$ cat src/rtl/regfile_access_ctrl_pkg.sv
// Shared types and constants for the register-file access controller and the
// register array it drives.
package regfile_access_ctrl_pkg;

  localparam int DATA_W   = 32;
  localparam int ADDR_W   = 5;
  localparam int REG_ZERO = 0;

  typedef enum logic [2:0] {
    IDLE    = 3'd0,
    RD_A    = 3'd1,
    RD_B    = 3'd2,
    CAP_B   = 3'd3,
    OPS     = 3'd4,
    WB_WAIT = 3'd5,
    WB      = 3'd6
  } state_t;

endpackage

$ cat src/rtl/regfile_access_ctrl.sv
// Register-file initiator for the multicycle core: reads rs/rt through one
// synchronous-read port, hands both operands to execute, then writes rd back.
module regfile_access_ctrl
  import regfile_access_ctrl_pkg::*;
#(
  parameter int DATA_W = regfile_access_ctrl_pkg::DATA_W,
  parameter int ADDR_W = regfile_access_ctrl_pkg::ADDR_W
) (
  input  logic              clk,
  input  logic              rst,
  input  logic              req_valid,
  output logic              req_ready,
  input  logic [ADDR_W-1:0] req_rs,
  input  logic [ADDR_W-1:0] req_rt,
  input  logic [ADDR_W-1:0] req_rd,
  input  logic              req_wr,
  output logic              op_valid,
  input  logic              op_ready,
  output logic [DATA_W-1:0] op_a,
  output logic [DATA_W-1:0] op_b,
  input  logic              wb_valid,
  output logic              wb_ready,
  input  logic [DATA_W-1:0] wb_data,
  output logic [ADDR_W-1:0] rf_addr,
  output logic              rf_we,
  output logic [DATA_W-1:0] rf_wdata,
  input  logic [DATA_W-1:0] rf_rdata,
  output logic              busy
);

  localparam logic [ADDR_W-1:0] ZERO_IDX = ADDR_W'(REG_ZERO);

  state_t            state, state_nxt;
  logic [ADDR_W-1:0] rs_q, rt_q, rd_q;
  logic              wr_q;
  logic [DATA_W-1:0] wb_q;

  always_ff @(posedge clk) begin
    if (rst) state <= IDLE;
    else     state <= state_nxt;
  end

  always_comb begin
    state_nxt = state;
    unique case (state)
      IDLE:    if (req_valid) state_nxt = RD_A;
      RD_A:    state_nxt = RD_B;
      RD_B:    state_nxt = CAP_B;
      CAP_B:   state_nxt = OPS;
      OPS:     if (op_ready) state_nxt = wr_q ? WB_WAIT : IDLE;
      WB_WAIT: if (wb_valid) state_nxt = WB;
      WB:      state_nxt = IDLE;
      default: state_nxt = IDLE;
    endcase
  end

  // Request fields and the writeback value only matter once the FSM has moved
  // past the state that loads them, so they carry no reset.
  always_ff @(posedge clk) begin
    if (state == IDLE && req_valid) begin
      rs_q <= req_rs;
      rt_q <= req_rt;
      rd_q <= req_rd;
      wr_q <= req_wr;
    end
    if (state == WB_WAIT && wb_valid) wb_q <= wb_data;
  end

  // Read data lags the address by one cycle: rs data arrives in RD_B, rt in CAP_B.
  always_ff @(posedge clk) begin
    if (rst) begin
      op_a <= '0;
      op_b <= '0;
    end else begin
      if (state == RD_B)  op_a <= (rs_q == ZERO_IDX) ? '0 : rf_rdata;
      if (state == CAP_B) op_b <= (rt_q == ZERO_IDX) ? '0 : rf_rdata;
    end
  end

  always_comb begin
    req_ready = 1'b0;
    op_valid  = 1'b0;
    wb_ready  = 1'b0;
    rf_addr   = '0;
    rf_we     = 1'b0;
    rf_wdata  = '0;
    busy      = (state != IDLE);
    unique case (state)
      IDLE:    req_ready = 1'b1;
      RD_A:    rf_addr   = rs_q;
      RD_B:    rf_addr   = rt_q;
      OPS:     op_valid  = 1'b1;
      WB_WAIT: wb_ready  = 1'b1;
      WB: begin
        rf_addr  = rd_q;
        rf_wdata = wb_q;
        rf_we    = (rd_q != ZERO_IDX);
      end
      default: ;
    endcase
  end

endmodule

$ cat config.mk
export PLATFORM = sky130hd
export DESIGN_NAME = regfile_access_ctrl
export DESIGN_NICKNAME = d
export VERILOG_FILES = /design/src/rtl/regfile_access_ctrl_pkg.sv /design/src/rtl/regfile_access_ctrl.sv
export SDC_FILE = /design/constraint.sdc
export NUM_CORES = 1
export LEC_CHECK = 0
export CORE_UTILIZATION = 43
export DETAILED_ROUTE_END_ITERATION = 8
export GPL_TIMING_DRIVEN = 0
export HOLD_SLACK_MARGIN = 0.02
export PLACE_DENSITY = 0.8
export SETUP_SLACK_MARGIN = 0.05
export SKIP_LAST_GASP = 1
export SYNTH_ARGS = -nofsm -noshare
export SYNTH_HDL_FRONTEND = slang
export SYNTH_SLANG_ARGS = --single-unit
$ cat constraint.sdc
create_clock -name clk -period 2.3 [get_ports clk]
set_input_delay 0.46 -clock clk [delete_from_list [all_inputs] [get_ports clk]]
set_output_delay 0.46 -clock clk [all_outputs]
set_load 0.02 [all_outputs]
==> Word level (Yosys, flattened, before mapping) <==
Index checks and enable logic that the tools add are counted.
{ "word_totals": {"regBits": 115, "input_bits": 85, "output_inout_bits": 106} }
{ "classes": {"n_eq_ne": 9, "muxes": 13, "reduce_logical": 8} }
{ "op_table": {"columns": ["cell", "count"], "rows": [
  ["32-bit two-way mux", 3],
  ["3-bit case mux with 6 select lines", 1],
  ["5-bit case mux with 3 select lines", 1],
  ["3-bit two-way mux", 4],
  ["5-bit logical NOT", 2],
  ["3-bit equality test (second input constant)", 3],
  ["3-bit by 2-bit equality test with 1-bit output (second input constant)", 2],
  ["2-bit != test (second input constant)", 3],
  ["5-bit nonzero test", 1],
  ["1-bit two-way mux", 4],
  ["3-bit by 1-bit equality test with 1-bit output (second input constant)", 1],
  ["3-bit logical NOT", 1],
  ["3-bit AND reduction", 1],
  ["3-bit nonzero test", 1],
  ["1-bit logical AND", 2]
]} }

==> Logic depth before layout (Yosys ltp) <==
Gate-level depths: netlist (run 1).
{ "depth": {"word_depth": 3, "mapped_depth": 5} }

==> Least setup slack after synthesis (run 1) <==
No wires, ideal clock.
{ "synth_timing": {"path_kind": "reg2reg", "from": "register state[1]", "to": "register wb_q[0] (enable)", "setup_ns": 0.392, "arrival_ns": 1.636, "required_time_ns": 1.908, "slack_ns": 0.272, "stages_incl_launch_ff": 4, "synth_period_minus_slack_ns": 2.028, "cell_sequence": "dfxtp_1 > and2b_1 > clkbuf_1 > and3_1"} }
{ "synth_between": {"elab_chain_len": 2} }
{ "synth_lines": {"columns": ["element", "line", "rtl"], "rows": [
  ["start: declaration", "regfile_access_ctrl.sv:33", "state_t state, state_nxt;"],
  ["start signal: assignment", "regfile_access_ctrl.sv:40", "else state <= state_nxt;"],
  ["3-bit equality test", "regfile_access_ctrl.sv:66", "if (state == WB_WAIT && wb_valid) wb_q <= wb_data;"],
  ["1-bit logical AND", "regfile_access_ctrl.sv:66", null],
  ["end signal: assignment", "regfile_access_ctrl.sv:66", null],
  ["end: declaration", "regfile_access_ctrl.sv:36", "logic [DATA_W-1:0] wb_q;"]
]} }
Every way passes these cells.
A chain may end at the register's enable or synchronous reset.

==> Final worst setup path (run 1) <==
{ "layout_timing": {"from": "register state[1]", "to": "output port rf_wdata[12]"} }
{ "layout_between": {"elab_chain_len": 2} }
{ "layout_lines": {"columns": ["element", "line", "rtl"], "rows": [
  ["3-bit equality test", "regfile_access_ctrl.sv:88", "unique case (state)"],
  ["32-bit two-way mux", "regfile_access_ctrl.sv:88", null],
  ["end: declaration", "regfile_access_ctrl.sv:26", "output logic [DATA_W-1:0] rf_wdata,"]
]} }
Every way passes these cells.

==> impl_metrics.py, run 1 <==
metrics = {
    "run_status": {
        "status": "finished, final reports clean",
    },
    "route": {
        "drt_iter0_markers": 241,
        "drc_errors": 0,
        "first_pass_iters": 4,
        "antenna_left": 0,
        "drt_wl_total_um": 13600,
        "via_per_inst": 5.345,
        "wl_per_cell_um": 18.20,
        "vias": 3993,
    },
    "cells_and_area": {
        "fin_util_pct": 68.31,
        "diodes": 0,
        "drive_gt1_share_pct": 21.91,
        "fillers": 828,
        "design_area_um2": 7405,
        "syn_to_final_growth_pct": 54.80,
        "multi_input_area_um2": 1774,
        "nets": 679,
        "final-seq-area_um2": 2788,
        "instances_no_fill": 747,
    },
    "global_routing": {
        "grt_pass1_wl_um": 20710,
        "grt_max_degree": 33,
        "grt_usage_pct": 24.05,
        "first_global_vias": 4004,
        "grt-ovfl-total": 0,
        "antenna_found_initial": 0,
    },
    "place": {
        "io_buffers": 189,
        "place_hpwl_um": 9637,
        "place_congestion": 0.8031,
        "dpl-instance-area_um2": 6850,
        "place_inst": 717,
    },
    "synth": {
        "synth_compound_area_share_pct": 15.72,
        "synthTopCellsByArea": "edfxtp_1, dfxtp_1, nand3b_1",
        "yosys.area.top_type": "edfxtp_1",
        "synth-warning-count": 0,
        "yosys.area.top_type_share_pct": 30.13,
        "async_reset_ff_share_pct": 0,
        "synthMuxAreaShare_pct": 0,
        "synth_xor_area_share_pct": 0,
        "synth_common_cells": "dfxtp_1, nand3b_1, edfxtp_1",
        "synth-seq-area-share_pct": 58.17,
        "synth_area_um2": 4783,
        "synth_fa_ha_area_share_pct": 0,
        "synth_edf_count": 48,
        "synthCells": 388,
        "ys_types": 33,
        "syn_avg_cell_area_um2": 12.33,
        "synthMostInstantiatedCell": "dfxtp_1",
        "synth_top_family_by_area": "simple AND/OR/NAND/NOR gates",
        "synth_ff_type": "dfxtp_1",
        "synth.ff_latch_count": 115,
        "synth_fp_nets": 473,
        "synthSimpleGateAreaFrac_pct": 21.11,
    },
    "timing": {
        "fin_crit_sh_pct": 96.78,
        "slew_viol_final": 0,
        "slew_headroom_pct": 51.57,
        "fmax_mhz": 449.2,
        "finalHoldViolCount": 0,
        "fin_worst_skew_ps": 8.422,
        "tightest_slew_ps": 726.4,
        "final-setup-viol-count": 0,
        "fin_crit_ps": 2226,
        "rsz0062_at_grt": "yes",
    },
    "worst_setup_path": {
        "startpoint": "state[1]",
        "crit_path_end_kind": "output pin",
        "r2r_end": "rs_q[1]",
        "ff2ff_path_depth": 4,
        "slowest_delay_ps": 380,
        "crit_chain": "nor2b_4 -> buf_6 -> clkbuf_8 -> and3_1 -> buf_4",
        "cp_slowest_cell": "dfxtp_4",
        "reg2reg_slack_ps": 360,
        "r2r-start": "state[2]",
        "cp_max_fo": 10,
        "critPathKind": "reg2out",
        "endpoint": "rf_wdata[12]",
        "start_kind": "flop",
        "crit_arrival_ps": 1770,
        "cp.required_ps": 1840,
    },
    "clocking": {
        "hold_buffers": 0,
        "cts_max_path_buffers": 2,
        "cts_buffers": 17,
        "clock_latency_ps": 520,
        "cts_root_buf": "clkbuf_8",
        "path_clk_slew_ps": 60,
        "cts_tree": "done",
        "cts_sinks": 115,
        "cts_setup_buffers": 0,
        "htreeDepth": 4,
    },
    "floorplanning": {
        "initial_core_util_pct": 44.13,
        "pin_count": 191,
        "die_x_um": 107.5,
        "die_area_um2": 11550,
        "die_h_um": 107.5,
        "fp-row-count": 38,
        "core_area_um2": 10840,
    },
    "power_and_ir_drop": {
        "power.total_mw": 6.008,
        "peakVddDrop_mv": 0.5077,
        "powerDensity_nw_per_um2": 811.4,
        "p_leak_nw": 2.788,
    },
    "flow_run": {
        "cap_viol_max_count": 0,
    },
    "hold_path": {
        "holdCritPathClass": "reg2reg",
    },
}
==> layer usage <==
metal  global-route usage [%]  share of wire, %  vias to the layer above
li1                         -                 -                     1880
met4                    11.55               3.3                        0
met5                        0                 0                        -
met3                    7.082               5.1                       36
met1                    28.14                41                     1926
met2                    40.32                51                      151
==> placed cells by master, fill, tap and decap left out, types with 2 or more instances in the layout <==
cell type,count
clkdlybuf4s50_1,147
nand3b_1,66
dfxtp_1,65
edfxtp_1,48
o31ai_1,36
and3_1,32
nand2b_1,32
o31ai_2,28
buf_2,22
clkbuf_16,16
buf_4,15
clkbuf_1,13
clkbuf_2,9
buf_6,8
clkdlybuf4s15_2,8
a22oi_1,5
o2bb2ai_1,5
bufinv_16,5
buf_1,4
clkinv_4,4
inv_1,3
or4_1,3
clkinvlp_4,3
clkbuf_4,2
and2_1,2
clkbuf_8,2
a21oi_1,2
inv_6,2
==> timing repair <==
item	CTS	global route
setup endpoints to repair	74	36
gates resized for setup	174	18
pin swaps	0	2
==> critical path, delay by kind of cell (launching register included) <==
kind | cells | cell delay, ps
and+or+nand+nor | 2 | 380
DFF | 1 | 380
buffers and inverters | 3 | 490
==> kinds of logic after synthesis <==
logic type             after synthesis
AND/OR/NAND/NOR                    147
flip-flops                         115
AO/OA/AOI/OAI                       81
buffers and inverters               45
==> final cells by class <==
cell class	count	area share [%]
buffer	40	3.413
clock buffer	17	5.593
clock inverter	15	3.109
inverter	3	0.1521
multi-input combinational	228	23.96
sequential	115	37.65
tap	140	2.366
timing repair buffer	189	23.76
==> through the flow <==
stage	hold slack (ps)	TNS (ps)	setup WS, ps
final	487.3	0	73.97
after global placement	471.5	-9310	-209.3
after CTS	469.9	0	30.74
after global routing	468.2	0	5.182
after detailed placement	473.5	-15080	-328.9
after floorplan	558.9	0	271.7
==> power by group <==
part           leakage, nW  internal (mW)  switching (mW)  total [mW]
sequential           0.983           2.24          0.0642        2.30
clock                0.305           1.88           0.980        2.86
combinational         1.50          0.411           0.437       0.848
total                 2.79           4.53            1.48        6.01
==> worst min path at each step <==
stage	depth (start not counted)	from	end	slack, ps
after CTS	1	wb_data[17]	wb_q[17]	470
final	2	op_b[16]	op_b[16]	490
after detailed placement	2	op_b[8]	op_b[8]	470
after floorplan	0	req_rd[0]	rd_q[0]	560
after global routing	1	wb_data[18]	wb_q[18]	470
after global placement	2	op_b[18]	op_b[18]	470
==> flip-flops by register name (all words and copies together), names as in the netlist <==
name	flops
op_a	32
op_b	32
rd_q	5
rs_q	5
rt_q	5
state	3
wb_q	32
wr_q	1
No activity file was read; power rests on OpenSTA's default activity.
==> inputs of run 2 (changes only) <==
- CORE_UTILIZATION: 43 -> 25
- PLACE_DENSITY: 0.8 -> not set
==> impl_metrics.py, run 2 (same netlist as run 1, synthesis figures left out) <==
metrics = {
    "worst_setup_path": {
        "start_kind": "flop",
        "crit_buf_inv": 1,
        "cp.depth": 3,
        "slowest_delay_ps": 520,
        "path_delay_family": "simple AND/OR/NAND/NOR gates",
        "critPathKind": "reg2out",
        "reg2reg_slack_ps": 350,
        "endpoint": "rf_we",
        "r2r_end": "wr_q",
        "ff2ff_path_depth": 4,
        "crit_chain": "or4_1 -> o21a_1 -> clkdlybuf4s15_2",
        "cp_slowest_cell": "or4_1",
        "cp.required_ps": 1840,
        "crit_path_end_kind": "output pin",
        "r2r-start": "state[2]",
        "startpoint": "rd_q[3]",
        "cp_max_fo": 2,
        "crit_arrival_ps": 1740,
    },
    "global_routing": {
        "first_global_vias": 4021,
        "antenna_found_initial": 0,
        "grt-ovfl-total": 0,
        "grt_usage_pct": 14.53,
        "grt_max_degree": 33,
        "grt_pass1_wl_um": 21820,
    },
    "cells_and_area": {
        "drive_gt1_share_pct": 19.44,
        "nets": 679,
        "reg.largest.list": "op_a x32, op_b x32, wb_q x32",
        "final_common_cell": "clkdlybuf4s50_1",
        "diodes": 0,
        "layout_common_cells": "clkdlybuf4s50_1, nand3b_1, dfxtp_1, edfxtp_1, o31ai_1",
        "syn_to_final_growth_pct": 57.99,
        "design_area_um2": 7557,
    },
    "route": {
        "drt_wl_total_um": 14080,
        "first_pass_iters": 4,
        "wl_per_cell_um": 16.75,
        "drt_iter0_markers": 226,
        "antenna_left": 0,
        "via_per_inst": 4.647,
        "vias": 3908,
        "drc_errors": 0,
    },
    "power_and_ir_drop": {
        "powerDensity_nw_per_um2": 776.4,
        "peakVddDrop_mv": 0.5003,
        "p_leak_nw": 2.772,
    },
    "timing": {
        "slew_viol_final": 0,
        "fin_crit_ps": 2202,
        "final-setup-viol-count": 0,
        "fin_worst_skew_ps": 5.862,
        "slew_headroom_pct": 51.04,
        "finalHoldViolCount": 0,
        "fmax_mhz": 454.2,
        "tightest_slew_ps": 734.4,
        "rsz0062_at_grt": "yes",
        "fin_crit_sh_pct": 95.73,
        "worst_slack_ps": 98.27,
    },
    "clocking": {
        "cts_setup_buffers": 0,
        "path_clk_slew_ps": 60,
        "cts_buffers": 17,
        "hold_buffers": 0,
        "cts_tree": "done",
        "cts_root_buf": "clkbuf_16",
        "cts_sinks": 115,
        "htreeDepth": 4,
        "cts_max_path_buffers": 2,
        "clock_latency_ps": 410,
    },
    "place": {
        "place_hpwl_um": 10470,
        "place_congestion": 0.7828,
        "dpl-instance-area_um2": 6968,
        "dp_slack_ps": -328.3,
        "io_buffers": 189,
    },
    "floorplanning": {
        "pin_count": 191,
        "die_x_um": 140.3,
        "die_area_um2": 19690,
        "fp-row-count": 50,
        "core_area_um2": 18710,
        "initial_core_util_pct": 25.57,
        "die_h_um": 140.3,
    },
    "run_status": {
        "status": "finished, final reports clean",
    },
    "hold_path": {
        "holdCritPathClass": "reg2reg",
    },
    "flow_run": {
        "cap_viol_max_count": 0,
    },
}
-- run 2: changes by cell type in the layout (fill, tap and decap cells not counted), sizes merged --
| cell | before | now |
|---|---|---|
| clkdlybuf4s15 | 8 | 24 |
| clkinv | 5 | 3 |
| dlygate4sd2 | 0 | 2 |
| clkbuf | 42 | 48 |
| bufinv | 5 | 2 |
| buf | 49 | 30 |
-- run 2: tightest hold or removal path, cell delays in order (launching register included) --
cell	delay, ps
dfxtp_1	310
nand3b_1	80
o31ai_1	60
-- run 2: power breakdown --
| part | total, mW | switching [mW] | internal, mW |
|---|---|---|---|
| clock | 2.72 | 0.954 | 1.76 |
| combinational | 0.846 | 0.432 | 0.413 |
| sequential | 2.31 | 0.0667 | 2.24 |
-- run 2: final cells by class --
cell class | instances | area, µm²
buffer | 40 | 244.0
clock buffer | 22 | 499.2
clock inverter | 10 | 120.1
fill | 1750 | 11150
inverter | 3 | 11.26
multi-input combinational | 228 | 1780
sequential | 115 | 2788
tap | 234 | 292.8
timing repair buffer | 189 | 1822
-- run 2: through the flow --
stage                     utilization (%)  hold WS (ps)  power [mW]  cells  setup TNS (ps)
after global routing                40.40         507.5       6.088    841               0
after floorplan                         -         558.9       2.754    388               0
after global placement              37.25         473.4       3.184    811          -11890
final                               40.40         492.7       5.868    841               0
after detailed placement            37.25         477.8       3.199    811          -15600
after CTS                           40.67         492.0       5.925    841               0
-- run 2: what timing repair did --
action                     CTS  global route
setup endpoints to repair   74            38
resized for setup          103            43
pin swaps                    0             1
-- run 2: how the worst min path moves through the flow --
stage | from | endpoint | slack, ps | cells after the start
2_1_floorplan | req_rd[0] | rd_q[0] | 560 | 0
3_3_place_gp | op_b[31] | op_b[31] | 470 | 2
3_5_place_dp | op_b[18] | op_b[18] | 480 | 2
4_1_cts | op_b[18] | op_b[18] | 490 | 2
5_1_grt | op_b[25] | op_b[25] | 510 | 2
6_report | op_b[17] | op_b[17] | 490 | 2
-- run 2: per-layer routing --
metal	vias up	wire length, µm	track usage, %
met5	-	0	0
met4	0	176	4.974
met3	15	952	5.128
met2	127	6735	23.74
met1	1890	6220	17.69
li1	1876	-	-
==> inputs of run 3 (changes only) <==
- CTS_BUF_LIST: not set -> sky130_fd_sc_hd__clkbuf_8
- MAX_ROUTING_LAYER: not set -> met4
- TNS_END_PERCENT: not set -> 1
==> impl_metrics.py, run 3 (same netlist as run 1, synthesis figures left out) <==
metrics = {
    "floorplanning": {
        "die_h_um": 140.3,
        "die_x_um": 140.3,
        "initial_core_util_pct": 25.57,
        "pin_count": 191,
        "fp-row-count": 50,
        "core_area_um2": 18710,
        "die_area_um2": 19690,
    },
    "cells_and_area": {
        "instances_no_fill": 841,
        "reg.largest.list": "op_a x32, op_b x32, wb_q x32",
        "final_common_cell": "clkdlybuf4s50_1",
        "syn_to_final_growth_pct": 53.73,
        "layout_common_cells": "clkdlybuf4s50_1, nand3b_1, dfxtp_1, edfxtp_1, o31ai_1",
        "nets": 679,
        "drive_gt1_share_pct": 15.32,
        "diodes": 0,
    },
    "worst_setup_path": {
        "start_kind": "flop",
        "cp_max_fo": 10,
        "r2r-start": "state[2]",
        "crit_path_end_kind": "output pin",
        "r2r_end": "wr_q",
        "cp.required_ps": 1840,
        "crit_chain": "nor2b_2 -> buf_4 -> clkbuf_2 -> and3_1 -> clkdlybuf4s15_1",
        "cp_slowest_cell": "dfxtp_2",
        "slowest_delay_ps": 400,
        "reg2reg_slack_ps": 330,
        "crit_arrival_ps": 1950,
        "crit_buf_inv": 3,
        "path_delay_family": "buffers and inverters",
        "critPathKind": "reg2out",
        "ff2ff_path_depth": 4,
    },
    "hold_path": {
        "holdCritPathClass": "reg2reg",
        "hold_path_startpoint": "op_b[23]",
        "holdPathEnd": "op_b[23]",
        "whs_path_depth": 2,
    },
    "global_routing": {
        "grt-ovfl-total": 0,
        "grt_usage_pct": 14.98,
        "antenna_found_initial": 0,
        "grt_max_degree": 33,
        "grt_pass1_wl_um": 21790,
        "first_global_vias": 4006,
    },
    "route": {
        "drc_errors": 0,
        "first_pass_iters": 4,
        "wl_per_cell_um": 16.74,
        "vias": 3897,
        "via_per_inst": 4.634,
        "antenna_left": 0,
        "drt_wl_total_um": 14080,
        "drt_iter0_markers": 153,
    },
    "clocking": {
        "htreeDepth": 4,
        "cts_tree": "done",
        "path_clk_slew_ps": 70,
        "cts_buffers": 17,
        "cts_max_path_buffers": 2,
        "cts_root_buf": "clkbuf_8",
        "clock_latency_ps": 430,
        "cts_sinks": 115,
    },
    "timing": {
        "final-setup-viol-count": 20,
        "worst_slack_ps": -109.7,
        "rsz0062_at_grt": "yes",
        "fin_crit_sh_pct": 104.8,
        "slew_headroom_pct": 51.10,
        "finalHoldViolCount": 0,
        "fin_worst_skew_ps": 7.580,
        "slew_viol_final": 0,
        "fmax_mhz": 415.0,
        "tightest_slew_ps": 733.5,
        "fin_crit_ps": 2410,
    },
    "place": {
        "place_congestion": 0.7936,
        "dp_slack_ps": -328.3,
        "place_inst": 811,
        "place_hpwl_um": 10470,
        "io_buffers": 189,
    },
    "run_status": {
        "violations": "setup timing",
        "status": "finished, violations left",
    },
    "power_and_ir_drop": {
        "powerDensity_nw_per_um2": 701.4,
        "peakVddDrop_mv": 0.3914,
        "p_leak_nw": 2.746,
        "power.total_mw": 5.157,
    },
    "flow_run": {
        "cap_viol_max_count": 0,
    },
}
-- run 3: cell types whose count changed in the layout (fill, tap and decap cells not counted), moves of 2 or more --
cell / previous run / this run
clkbuf_1: 13 / 15
clkdlybuf4s15_2: 10 / 0
clkbuf_16: 18 / 0
buf_2: 14 / 4
dlygate4sd2_1: 2 / 21
clkbuf_4: 3 / 0
clkbuf_8: 3 / 20
-- run 3: area by class of cell --
cell class	count	area, µm²
inverters	3	11.26
multi-input cells	228	1768
clock inverters	12	153.9
fillers	1783	11350
clock buffers	20	275.3
flip-flops and latches	115	2784
repair buffers	189	1838
plain buffers	40	230.2
well taps	234	292.8
-- run 3: worst max-delay path by stage --
stage / from / endpoint / slack (ps) / cells after the start
finish: state[1] / rf_wdata[14] / -110 / 5
global route: state[1] / rf_wdata[27] / -220 / 5
CTS: state[1] / rf_wdata[26] / -170 / 5
detailed placement: state[2] / wb_q[28] / -330 / 3
global placement: state[2] / wb_q[6] / -230 / 3
floorplan: state[1] / wb_q[0] / 270 / 3
-- run 3: metrics by stage --
stage | area (µm²) | setup TNS (ps) | hold slack (ps) | utilization, %
final | 7353 | -1443 | 495.2 | 39.31
after global routing | 7353 | -5305 | 510.4 | 39.31
after CTS | 7355 | -6556 | 494.8 | 39.32
after detailed placement | 6968 | -15600 | 477.8 | 37.25
after global placement | 6968 | -11890 | 473.4 | 37.25
after floorplan | 4783 | 0 | 558.9 | -
-- run 3: worst reg2reg max path, delay by kind of cell (launching register included) --
kind                   cells  cell delay [ps]
buffers and inverters      2              270
DFF                        1              320
and+or+nand+nor            2             1020
-- run 3: per-layer routing --
metal	global-route usage [%]	share of wire, %	vias up
li1	-	-	1870
met1	17.93	44	1868
met2	23.61	47	143
met3	4.855	6.8	16
met4	5.147	1.3	0
met5	-	0	-
-- run 3: report_power, final --
group          switching [mW]  internal, mW
registers              0.0653          2.23
clock network           0.863          1.16
logic                   0.432         0.404
total                    1.36          3.80
-- run 3: timing repair --
item / 4_1_cts / 5_1_grt
setup buffers: 0 / 0
cloned: 0 / 0
hold buffers: 0 / 0
gates resized for setup: 52 / 27
setup endpoints to repair: 74 / 42
==> RTL edit 1, RTL diff (flow settings as in run 1) <==
Change the package constant `DATA_W` from 32 to 64.
--- a/src/rtl/regfile_access_ctrl_pkg.sv
+++ b/src/rtl/regfile_access_ctrl_pkg.sv
@@ -4,3 +4,3 @@
 
-  localparam int DATA_W   = 32;
+  localparam int DATA_W   = 64;
   localparam int ADDR_W   = 5;
Interface: changed (5 resized); port bits go from 191 to 351. No check against the original RTL was run, so the function may have changed too.
==> RTL edit 1 against run 1 <==
Area after synthesis grew 83%. Combinational power grew 84%. Setup slack lost 30 ps. Cell area grew 78%. Sequential power grew 81%. Sequential share of layout area grew 0.55 points. Wire length grew 100%. Total power grew 55%. Sequential cell count grew 96. Cell count grew 84%.
==> RTL edit 1: results (changes against run 1) <==
* Status: finished clean
* Routed vias at 7332 (+84%)
* First-pass GRT wire length at 40800 um (+97%)
* RD Place Congestion at 0.804 (about the same)
* Syn Inst Count at 713 (+84%)
* Max Buffers Root-to-Sink at 3 (+1)
* Top cells by area, synth: dfxtp_1 (30%), edfxtp_1 (27%), nand3b_1 (11%)
* Worst r2r src: state[1]
* Hold Crit Depth at 3 (+1)
* Cell Count Post-Placement at 1327 (+85%)
* Synthesized Nets at 862 (+82%)
* Rel. slew slack at 0.436 (-0.0799)
* FILL cells at 1533 (+85%)
* DP HPWL at 20300 um (+110%)
* VDD IR max at 0.623 mV (+23%)
* Sequential fraction of the synthesis area at 0.575 (-0.00688)
* Hold_sp: rst
* R2r setup slk at 240 ps (-120 ps)
* First DRT Iteration DRCs at 422 (+75%)
* Max incr delay on CP at 350 ps (-30 ps)
* Avg Vias per Cell at 5.33 (-0.24%)
* CTS buffer count at 23 (+6)
* Placed Area at 12600 um2 (+83%)
* Biggest regs: op_a (64), op_b (64), wb_q (64)
* Arrival @ worst endpoint at 1800 ps (+30 ps)
* Vias in the first global route at 7238 (+81%)
* Post-synth EDFFs at 80 (+67%)
* Root Driver: clkbuf_16
* Total Routing Usage GR at 0.256 (+0.0153)
* FF-to-FF End: wb_q[51]
* Worst min path class: in -> reg
* Largest net degree at the start of global routing at 65 (+97%)
* Final Net Count at 1241 (+83%)
==> RTL edit 1: worst min-delay path: stages <==
cell and delay (ps):
clkbuf_1 230, nand2b_1 190, o31ai_2 60
==> RTL edit 1: metal layers <==
layer  global-route usage  routed length (um)  vias up
li1                     -                   -     3443
met5                    0                   0        -
met1                0.329               11500     3562
met4                0.115                1150        0
met3               0.0407                1420       65
met2                0.422               13700      262
==> RTL edit 1: what timing repair did <==
item,CTS,global route
pin swaps,1,4
setup buffers,6,1
setup endpoints to repair,138,59
hold buffers,0,0
gates resized for setup,321,50
==> RTL edit 1: report_power, final <==
| part | switching [mW] | internal (mW) | total [mW] |
|---|---|---|---|
| registers | 0.106 | 4.06 | 4.16 |
| logic | 0.799 | 0.763 | 1.56 |
| clock network | 1.47 | 2.12 | 3.58 |
| total | 2.37 | 6.94 | 9.31 |
==> RTL edit 1: logic make-up after synthesis <==
group                  after synthesis  synth area share
AOI/OAI and AO/OA                  145             0.157
buffers and inverters               82            0.0505
DFF                                211             0.575
and+or+nand+nor                    275             0.218
==> RTL edit 1: cell type report <==
type | count | area, um2 | share of cell area
antenna | 1 | 2.50 | 0.000190
buffer | 77 | 507 | 0.0385
clock buffer | 34 | 667 | 0.0506
clock inverter | 8 | 68.8 | 0.00522
inverter | 3 | 11.3 | 0.000855
multi-input combinational | 420 | 3310 | 0.251
sequential | 211 | 5030 | 0.382
tap | 265 | 332 | 0.0252
timing repair buffer | 356 | 3240 | 0.246
==> RTL edit 1: per-stage QoR <==
step                setup slack [ps]  hold WS, ps
floorplan                        148          559
detailed placement              -568          473
global route                   -19.0          482
CTS                            -86.7          463
finish                          43.7          483
global placement                -492          470
==> RTL edit 1: worst max-delay path by stage <==
| stage | from | end | slack, ps | cells after the start |
|---|---|---|---|---|
| 2_1_floorplan | state[2] | wb_q[0] | 150 | 3 |
| 3_3_place_gp | state[2] | wb_q[37] | -490 | 3 |
| 3_5_place_dp | state[2] | wb_q[37] | -570 | 3 |
| 4_1_cts | state[1] | rf_addr[2] | -90 | 6 |
| 5_1_grt | state[1] | rf_addr[2] | -20 | 6 |
| 6_report | state[1] | rf_wdata[5] | 40 | 6 |
==> RTL edit 2, RTL diff (settings of run 1) <==
Without the edit above. The 7 states of `state_t` get a one-hot encoding in 7 bits.
--- a/src/rtl/regfile_access_ctrl_pkg.sv
+++ b/src/rtl/regfile_access_ctrl_pkg.sv
@@ -8,10 +8,10 @@
 
-  typedef enum logic [2:0] {
-    IDLE    = 3'd0,
-    RD_A    = 3'd1,
-    RD_B    = 3'd2,
-    CAP_B   = 3'd3,
-    OPS     = 3'd4,
-    WB_WAIT = 3'd5,
-    WB      = 3'd6
+  typedef enum logic [6:0] {
+    IDLE    = 7'b0000001,
+    RD_A    = 7'b0000010,
+    RD_B    = 7'b0000100,
+    CAP_B   = 7'b0001000,
+    OPS     = 7'b0010000,
+    WB_WAIT = 7'b0100000,
+    WB      = 7'b1000000
   } state_t;
Formal check against the unedited RTL: same outputs for any inputs over 10 cycles, from zero or initial values and one cycle with rst high; not proved beyond that.
==> RTL edit 2 against run 1 <==
Largest power group unchanged. Setup slack worse by 370 ps. Highest routed layer unchanged. Area after synthesis decreased by 9.4%. The flow now finishes with violations (negative setup slack). Die area down 9.3%. Wire length is 2.1% lower. Cell area up 0.83%. Global-route usage rose by 1.3 points. Sequential cell count grew 4. Total power down 7.2%. Utilization increased by 8.1 points.
==> RTL edit 2: results (changes against run 1) <==
* Synth Area in XOR/XNOR at 0.00202 (+0.00202)
* Grt met2 use at 0.430 (+0.0263)
* Final Net Count at 694 (+2.2%)
* First DRT Iteration DRCs at 179 (-26%)
* CP Max Fanout at 3 (-7)
* Crit path max-delay cell type: or4_4
* Final Skew at 8.17 ps (-0.251 ps)
* Setup crit end: op_valid
* Vias in the first global route at 3832 (-4.3%)
* Total Routing Usage GR at 0.254 (+0.0134)
* Post-CTS Setup Inserts at 23 (+23)
* Top post-synthesis cells by count: dfxtp_1 (71), edfxtp_1 (48), nand2_1 (44)
* Final setup vio count at 40 (+40)
* Port Buf Inserts at 190 (+0.53%)
* Total Neg Setup Slack at -3280 ps (-3280 ps)
* Share of layout cells above drive strength 1 at 0.249 (+0.0301)
* Power per Cell Area at 747 nW/um2 (-7.9%)
* Final WL at 13300 um (-2.1%)
* LEAKAGE at 2.85 nW (+2.1%)
* Placed Area at 6420 um2 (-6.3%)
* Hold_sp: op_a[17]
* FF-to-FF End: state[0]
* PostCTS Resize Cnt at 226 (+30%)
* Post-route setup slack at -298 ps (-372 ps)
* Synth Area in Compound Gates at 0.126 (-0.0316)
* Mean Syn Cell Area at 11.6 um2 (-5.5%)
* Met1 GRT Util at 0.292 (+0.0103)
* Sequential fraction of the synthesis area at 0.661 (+0.0791)
* Pre-CTS WS at -804 ps (-475 ps)
* Failing checks: negative setup slack
* FILL cells at 666 (-20%)
* Cells on worst reg2reg path at 7 (+3)
* Arrival @ worst endpoint at 2140 ps (+370 ps)
* Status: complete, but fails checks
## RTL edit 2: layout make-up
cell class | instances | share of cell area
clock buffers | 26 | 0.0697
flip-flops and latches | 119 | 0.386
well taps | 133 | 0.0223
repair buffers | 221 | 0.290
inverters | 4 | 0.00268
clock inverters | 6 | 0.0142
multi-input cells | 221 | 0.194
plain buffers | 25 | 0.0209
## RTL edit 2: worst max-delay path: cells and delay by family, from the launching register on
family	cells	cell delay, ps
flops	1	340
simple gates	2	1110
buf+inv	2	180
## RTL edit 2: routing by layer
metal,vias up,part of all wire,wire [um]
li1,1831,-,-
met1,1863,0.39,5240
met2,175,0.50,6650
met3,27,0.083,1110
met4,0,0.024,323
met5,-,0,0
## RTL edit 2: power by group
part / total [mW] / leakage (nW) / internal (mW) / switching, mW
Combinational: 0.514 / 1.52 / 0.299 / 0.215
Sequential: 2.30 / 1.01 / 2.26 / 0.0408
Clock: 2.77 / 0.310 / 1.87 / 0.901
Total: 5.58 / 2.85 / 4.42 / 1.16
